[config.mk]
export PLATFORM = sky130hd
export DESIGN_NAME = cache_fill_ctrl
export DESIGN_NICKNAME = d
export VERILOG_FILES = /design/src/rtl/cache_fill_ctrl.sv
export SDC_FILE = /design/constraint.sdc
export NUM_CORES = 1
export LEC_CHECK = 0
export BUFFER_PORTS_ARGS = -buffer_cell sky130_fd_sc_hd__buf_2
export CAP_MARGIN = 20
export CORE_MARGIN = 5
export CORE_UTILIZATION = 50
export CTS_CLUSTER_DIAMETER = 150
export DETAILED_ROUTE_END_ITERATION = 10
export GPL_TIMING_DRIVEN = 0
export HOLD_SLACK_MARGIN = 0.12
export PLACE_DENSITY = 0.93
export REMOVE_ABC_BUFFERS = 1
export SETUP_SLACK_MARGIN = 0.4
export SYNTH_ARGS = -nofsm -noshare
export SYNTH_HDL_FRONTEND = slang
export SYNTH_SLANG_ARGS = --single-unit
[constraint.sdc]
create_clock -name clk -period 3.2 [get_ports clk]
set_input_delay 0.64 -clock clk [delete_from_list [all_inputs] [get_ports clk]]
set_output_delay 0.64 -clock clk [all_outputs]
set_load 0.05 [all_outputs]
[src/rtl/cache_fill_ctrl.sv]
// cache_fill_ctrl: lookup, 1-bit LRU and miss-fill sequencer for a 2-way
// set-associative cache (64 sets, 8 x 16-bit words per block).
// Optional feature macro: CRIT_WORD_FIRST_EN - when defined, the fill starts
// at the requested word and wraps around the block; otherwise words 0..7.
module cache_fill_ctrl #(
  parameter int SETS  = 64,
  parameter int WORDS = 8,
  parameter int TAG_W = 6
) (
  input  logic             clk,
  input  logic             rst,
  input  logic             req_valid,
  input  logic [15:0]      req_addr,
  input  logic [7:0]       meta_rd0,
  input  logic [7:0]       meta_rd1,
  output logic [SETS-1:0]  set_en,
  output logic [7:0]       meta_wdata,
  output logic             meta_we0,
  output logic             meta_we1,
  output logic             hit,
  output logic             hit_way,
  output logic             stall,
  output logic             mem_req,
  output logic [15:0]      mem_addr,
  input  logic             mem_data_valid,
  output logic             data_we,
  output logic [WORDS-1:0] data_word_en,
  output logic             data_way
);

  localparam int IDX_W = $clog2(SETS);
  localparam int WRD_W = $clog2(WORDS);
  localparam int CNT_W = WRD_W + 1;

  typedef enum logic [2:0] {S_IDLE, S_UPD, S_FILL, S_META, S_LRU} state_t;

  state_t           state_reg, state_next;
  logic [TAG_W-1:0] tag_reg;
  logic [IDX_W-1:0] idx_reg;
  logic [7:0]       meta0_reg;
  logic             victim_reg;
  logic             hit_way_reg;
  logic [WRD_W-1:0] start_reg;
  logic [CNT_W-1:0] issue_cnt_reg;
  logic [CNT_W-1:0] rx_cnt_reg;

  logic [TAG_W-1:0] req_tag;
  logic [IDX_W-1:0] req_idx;
  logic [WRD_W-1:0] req_word;
  logic             lookup, hit0, hit1, hit_any, hit_sel, need_upd, victim_sel;
  logic             issue_go, rx_ok, rx_last;
  logic [WRD_W-1:0] issue_word, rx_word;
  logic [IDX_W-1:0] set_sel;
  logic [SETS-1:0]  set_dec;
  logic [WORDS-1:0] word_dec;

  // Way-1 LRU bit is never read and the byte-lane address bit has no meaning here.
  logic unused_bits;
  assign unused_bits = ^{meta_rd1[6], req_addr[0]};

  assign req_tag  = req_addr[15 -: TAG_W];
  assign req_idx  = req_addr[4 +: IDX_W];
  assign req_word = req_addr[1 +: WRD_W];

  // Tag compare only happens in IDLE, where no metadata write is ever driven.
  assign lookup     = (state_reg == S_IDLE) && req_valid;
  assign hit0       = meta_rd0[7] && (meta_rd0[TAG_W-1:0] == req_tag);
  assign hit1       = meta_rd1[7] && (meta_rd1[TAG_W-1:0] == req_tag);
  assign hit_any    = hit0 | hit1;
  assign hit_sel    = hit1 & ~hit0;
  assign need_upd   = hit_any && (meta_rd0[6] != hit_sel);
  // Empty ways are filled first; otherwise the LRU flag in way 0 picks.
  assign victim_sel = !meta_rd0[7] ? 1'b0 : (!meta_rd1[7] ? 1'b1 : ~meta_rd0[6]);

  // A return strobe is only accepted once a matching request has gone out.
  assign issue_go = (state_reg == S_FILL) && (issue_cnt_reg < CNT_W'(WORDS));
  assign rx_ok    = (state_reg == S_FILL) && mem_data_valid && (rx_cnt_reg < issue_cnt_reg);
  assign rx_last  = rx_ok && (rx_cnt_reg == CNT_W'(WORDS - 1));

`ifdef CRIT_WORD_FIRST_EN
  assign issue_word = issue_cnt_reg[WRD_W-1:0] + start_reg;
  assign rx_word    = rx_cnt_reg[WRD_W-1:0] + start_reg;
`else
  assign issue_word = issue_cnt_reg[WRD_W-1:0];
  assign rx_word    = rx_cnt_reg[WRD_W-1:0];
`endif

  // IDLE follows the live request; every other state works on the latched set.
  assign set_sel = (state_reg == S_IDLE) ? req_idx : idx_reg;

  genvar gi;
  generate
    for (gi = 0; gi < SETS; gi++) begin : g_set_dec
      assign set_dec[gi] = (set_sel == IDX_W'(gi));
    end
    for (gi = 0; gi < WORDS; gi++) begin : g_word_dec
      assign word_dec[gi] = (rx_word == WRD_W'(gi));
    end
  endgenerate

  // State register plus the miss/update context captured at lookup time.
  always_ff @(posedge clk or negedge rst) begin
    if (!rst) begin
      state_reg     <= S_IDLE;
      tag_reg       <= '0;
      idx_reg       <= '0;
      meta0_reg     <= '0;
      victim_reg    <= 1'b0;
      hit_way_reg   <= 1'b0;
      start_reg     <= '0;
      issue_cnt_reg <= '0;
      rx_cnt_reg    <= '0;
    end else begin
      state_reg <= state_next;
      if (lookup && !hit_any) begin
        tag_reg       <= req_tag;
        idx_reg       <= req_idx;
        meta0_reg     <= meta_rd0;
        victim_reg    <= victim_sel;
        start_reg     <= req_word;
        issue_cnt_reg <= '0;
        rx_cnt_reg    <= '0;
      end else if (lookup && need_upd) begin
        idx_reg     <= req_idx;
        meta0_reg   <= meta_rd0;
        hit_way_reg <= hit_sel;
      end
      if (issue_go) issue_cnt_reg <= issue_cnt_reg + 1'b1;
      if (rx_ok)    rx_cnt_reg    <= rx_cnt_reg + 1'b1;
    end
  end

  // Next-state and output decode; all outputs are held low while reset is asserted.
  always_comb begin
    state_next   = state_reg;
    set_en       = '0;
    meta_wdata   = '0;
    meta_we0     = 1'b0;
    meta_we1     = 1'b0;
    hit          = 1'b0;
    hit_way      = 1'b0;
    stall        = 1'b0;
    mem_req      = 1'b0;
    mem_addr     = '0;
    data_we      = 1'b0;
    data_word_en = '0;
    data_way     = 1'b0;
    case (state_reg)
      S_IDLE: begin
        if (req_valid) begin
          set_en  = set_dec;
          hit     = hit_any;
          hit_way = hit_sel;
          if (!hit_any) begin
            stall      = 1'b1;
            state_next = S_FILL;
          end else if (need_upd) begin
            state_next = S_UPD;
          end
        end
      end
      S_UPD: begin
        set_en     = set_dec;
        stall      = 1'b1;
        meta_we0   = 1'b1;
        meta_wdata = {meta0_reg[7], hit_way_reg, meta0_reg[5:0]};
        state_next = S_IDLE;
      end
      S_FILL: begin
        set_en  = set_dec;
        stall   = 1'b1;
        mem_req = issue_go;
        if (issue_go) mem_addr = {tag_reg, idx_reg, issue_word, 1'b0};
        data_we = rx_ok;
        if (rx_ok) begin
          data_word_en = word_dec;
          data_way     = victim_reg;
        end
        if (rx_last) state_next = S_META;
      end
      S_META: begin
        set_en     = set_dec;
        stall      = 1'b1;
        meta_we0   = ~victim_reg;
        meta_we1   = victim_reg;
        meta_wdata = {1'b1, 1'b0, tag_reg};
        state_next = victim_reg ? S_LRU : S_IDLE;
      end
      S_LRU: begin
        set_en     = set_dec;
        stall      = 1'b1;
        meta_we0   = 1'b1;
        meta_wdata = {meta0_reg[7], 1'b1, meta0_reg[5:0]};
        state_next = S_IDLE;
      end
      default: state_next = S_IDLE;
    endcase
    if (!rst) begin
      set_en       = '0;
      meta_wdata   = '0;
      meta_we0     = 1'b0;
      meta_we1     = 1'b0;
      hit          = 1'b0;
      hit_way      = 1'b0;
      stall        = 1'b0;
      mem_req      = 1'b0;
      mem_addr     = '0;
      data_we      = 1'b0;
      data_word_en = '0;
      data_way     = 1'b0;
    end
  end

endmodule

# [Yosys cells after proc, flatten, opt, wreduce, memory -nomap -nowiden]
# Cells that the tools add are included.
[classes] reduce_logical=21 order_cmp=2 n_mux=48 add_sub_neg=2 n_bitwise=6 eq_ne=81
[op_table] op="$eq 6x6->1 const B" count=32
[op_table] op="$mux 64" count=2
[op_table] op="$pmux 64 s2" count=1
[op_table] op="$eq 6x5->1 const B" count=16
[op_table] op="$eq 6x4->1 const B" count=8
[op_table] op="$mux 16" count=3
[op_table] op="$mux 8" count=6
[op_table] op="$eq 6x3->1 const B" count=4
[op_table] op="$pmux 8 s3" count=1
[op_table] op="$mux 1" count=21
[op_table] op="$mux 6" count=3
[op_table] op="$eq 3x3->1 const B" count=5
[op_table] op="$mux 3" count=5
[op_table] op="$eq 3x2->1 const B" count=4
[op_table] op="$eq 6x2->1 const B" count=2
[op_table] op="$eq 6x6->1" count=2
[op_table] op="$mux 4" count=3
[op_table] op="$logic_and 1x1->1" count=10
[op_table] op="$pmux 3 s3" count=1
[op_table] op="$add 4x1->4 const B" count=2
[op_table] op="$eq 3x1->1 const B" count=2
[op_table] op="$eq 6x1->1 const B" count=1
[op_table] op="$logic_not 3->1" count=2
[op_table] op="$logic_not 6->1" count=1
[op_table] op="other kinds (16)" count=23
[word_totals] ff_bits=33 in_bits=36

# [Longest topological paths before layout]
[depth] depth_word=10 ltp_mapped=7 ltp_nobuf=6

# [Worst setup path before layout]
# Ideal clock, no wire load.
[synth_timing] kind="register -> output" start="register state_reg[0]" end="output port hit_way" n_path_buf=2 stages_incl_launch_ff=6 arrival_time_ns=2.678 setup_slack_ns=-0.118 path_cell_list="dfrtp_1 -> nor3_4 -> buf_4 -> buf_2 -> nand3_1 -> nor4_1"
[synth_via] elab_chain_cells=3
[synth_lines] item="start: declaration" line="37" source="state_t state_reg, state_next;"
[synth_lines] item="start signal: assignment" line="114" source="state_reg <= state_next;"
[synth_lines] item="$logic_not 3->1" line="148" source="case (state_reg)"
[synth_lines] item="$mux 1" line="148"
[synth_lines] item="$mux 1" line="198" source="if (!rst) begin"
[synth_lines] item="end: declaration" line="21" source="output logic hit_way,"
# No other way between the ends.

# [Final worst setup path]
[layout_timing] start="register state_reg[1]" end="output port set_en[29]"
[layout_via] elab_chain_cells=6 word_cells_on_any_way=11
[layout_lines] item="$logic_not 3->1" line="89, 148"
[layout_lines] item="$mux 6" line="89" source="assign set_sel = (state_reg == S_IDLE) ? req_idx : idx_reg;"
[layout_lines] item="$eq 6x5->1" line="94" source="assign set_dec[gi] = (set_sel == IDX_W'(gi));"
[layout_lines] item="$mux 64" line="150" source="if (req_valid) begin"
[layout_lines] item="$pmux 64 s2 *" line="148"
[layout_lines] item="$mux 64 *" line="198"
[layout_lines] item="end: declaration" line="16" source="output logic [SETS-1:0] set_en,"
# Every way passes the cells marked *; elsewhere a longest branch is shown, timed or not.

==> metrics <==
Synth area leaders dfrtp_1 28%, nor2_1 11%, mux2_4 5.3%; most frequent cells in the layout 77 x nor2_1, 68 x buf_2, 38 x buf_4; Die Y roughly 85 um; Layout Skew approximately 0.0036 ns; vias in the first global route ~3200; Setup TNS 0 ns; Initial Util 51.3%; sequential element share of the synthesized area ~28%; clk_lat worst skew 0.28 ns; WS Path Type reg -> out; fmax 348 MHz; largest fanout on the critical path 16; outcome complete, no violations; final net count 545; GP Congestion 0.873; post-DR wirelength/cell 18.2 um; Pwr per Cell Area 736 nW/um^2; P_leak 0.00204 uW; top cell type's share of synthesized area 28.4%; commonest non-fill, non-tap cell in the layout nor2_1; # diodes 0; unique cell type count in the Yosys netlist 43; largest net degree at the start of global routing 65; Synth area leader dfrtp_1; max reg flops 7; ys flop type dfrtp_1; Via density 5.99; hold slack between 0.2 and 0.25 ns; antenna violations before repair 0; drt pass-1 iters 5; Clock transition at path regs 0.07 ns; number of clock sinks 32; Site Rows 27; crit start category flip-flop; Final Hold Viols 0; first-pass GRT wire length between 15000 and 20000 um; Core ar. 5510 sq um; CTS H-tree lvls 2; Tot GR Track Use 25.3%; Peak VDD IR 0.351 mV; Mapped Cells 360; Max Cap Viol 0; Avg Inst Size Synth about 7.8 sq um; CTS root buf clkbuf_8; YS warnings 0; post-route ant nets 0; DP HPWL 6460 um; die area just over 7000 sq um; RSZ-0062 raised after global routing true; hold crit path type in -> async; gr ovfl total 0; Tmin final 2.87 ns; element type at the critical path end output port; flops & latches, synth 32; number of synthesized flops with an enable pin 0; # DRC 0; final setup fails 0; # port buffers 133; Tcrit/Tclk final 89.8%; Util after Layout between 70% and 80%; DRT Wirelength between 10000 and 15000 um; Worst EP arrival 2.23 ns; Slew Viols, Final 0; Synth-to-Final Area Change 47.1%; layout cells sized above 1 about two fifths; Worst EP required roughly 2.6 ns; via count 3424; register-to-register setup slack slightly above 0.8 ns; DIE WIDTH around 85 um; Slew HR between 50% and 60%; cts bufs inserted 5; mapped cell area around 2800 sq um; drt initial violations between 200 and 300; TritonCTS clock tree yes; CTS Buffer Depth 2; Tightest Pin Transition 0.734 ns; Fill cells 359; io pins 140; post-synthesis async set-or-reset flop share 100%
==> logic make-up (layout without fill, tap and decap cells) <==
logic type | count (synthesis) | after routing | synth area share (%)
compound gates | 55 | 55 | 12.4
fa+ha+maj | 10 | 10 | 4.43
simple gates | 193 | 194 | 34.1
other cells | 1 | 1 | 0.133
buf+inv | 30 | 169 | 5.10
mux | 26 | 26 | 11.4
xor+xnor | 13 | 13 | 4.03
flops | 32 | 32 | 28.4
==> worst paths after layout <==
path,startpoint,endpoint,depth (start not counted)
worst min-delay path,rst,tag_reg[3],1
worst min register to register,tag_reg[4],tag_reg[4],1
worst max register to register,state_reg[1],tag_reg[5],6
max in group asynchronous,rst,state_reg[1],1
min in group clk,tag_reg[4],tag_reg[4],1
worst max-delay path,state_reg[1],set_en[29],7
==> metrics by stage <==
stage	area, sq um	setup WS (ns)	total power [uW]	cells
2_1_floorplan	2720	-0.582	1970	342
3_3_place_gp	3480	-0.465	2280	547
3_5_place_dp	3490	-0.378	2380	548
4_1_cts	3770	0.400	2840	566
5_1_grt	4150	0.233	3240	572
6_report	4150	0.327	3060	572
==> power by group <==
part / leakage, uW / internal [uW] / switching, uW
logic: 0.00161 / 726 / 1200
clock network: 0.0000455 / 175 / 146
registers: 0.000394 / 588 / 223
==> routing by layer <==
layer | global-route usage [%] | wire length, um | vias up
met2 | 46.5 | 5400 | 256
met1 | 28.4 | 3660 | 1579
met5 | 0 | 0 | -
li1 | - | - | 1545
met4 | 10.8 | 409 | 0
met3 | 4.66 | 931 | 44
==> worst max-delay path, stage by stage, from the launching register on <==
cell and delay, ns:
dfrtp_4 0.51, nor3_4 0.33, buf_12 0.19, buf_12 0.11, nor3_1 0.05, a31oi_1 0.41, nor2_1 0.11, clkbuf_4 0.23
==> area by class of cell <==
type | count | area [sq um] | share of cell area (%)
sequential | 32 | 806 | 19.4
timing repair buffer | 149 | 1120 | 27.1
clock buffer | 8 | 90.1 | 2.17
tap | 72 | 90.1 | 2.17
multi-input combinational | 299 | 2000 | 48.1
inverter | 12 | 45.0 | 1.08
==> Yosys cell counts, types with 4 or more instances <==
cell type and instances:
nor2_1 79, dfrtp_1 32, and3_1 21, nand2_1 21, a31oi_1 16, nor3_1 16, nor2b_1 13, xnor2_1 13
a21oi_1 12, inv_1 12, ha_1 10, mux2_2 10, mux2_4 10, o21ai_0 8, buf_2 7, nand2b_1 7
nand3_1 7, nor4_1 7, clkbuf_1 6, mux2i_1 6, and2_1 5, a21boi_0 4, buf_4 4, nor3b_1 4
==> repair_timing <==
item / in CTS / in global routing
resized for setup: 24 / 137
hold buffers: 0 / 0
cloned: 2 / 0
endpoints found under the setup margin: 91 / 88
pin swaps: 4 / 7
buffers inserted: 8 / 6
Power figures use the tool's default switching activity.
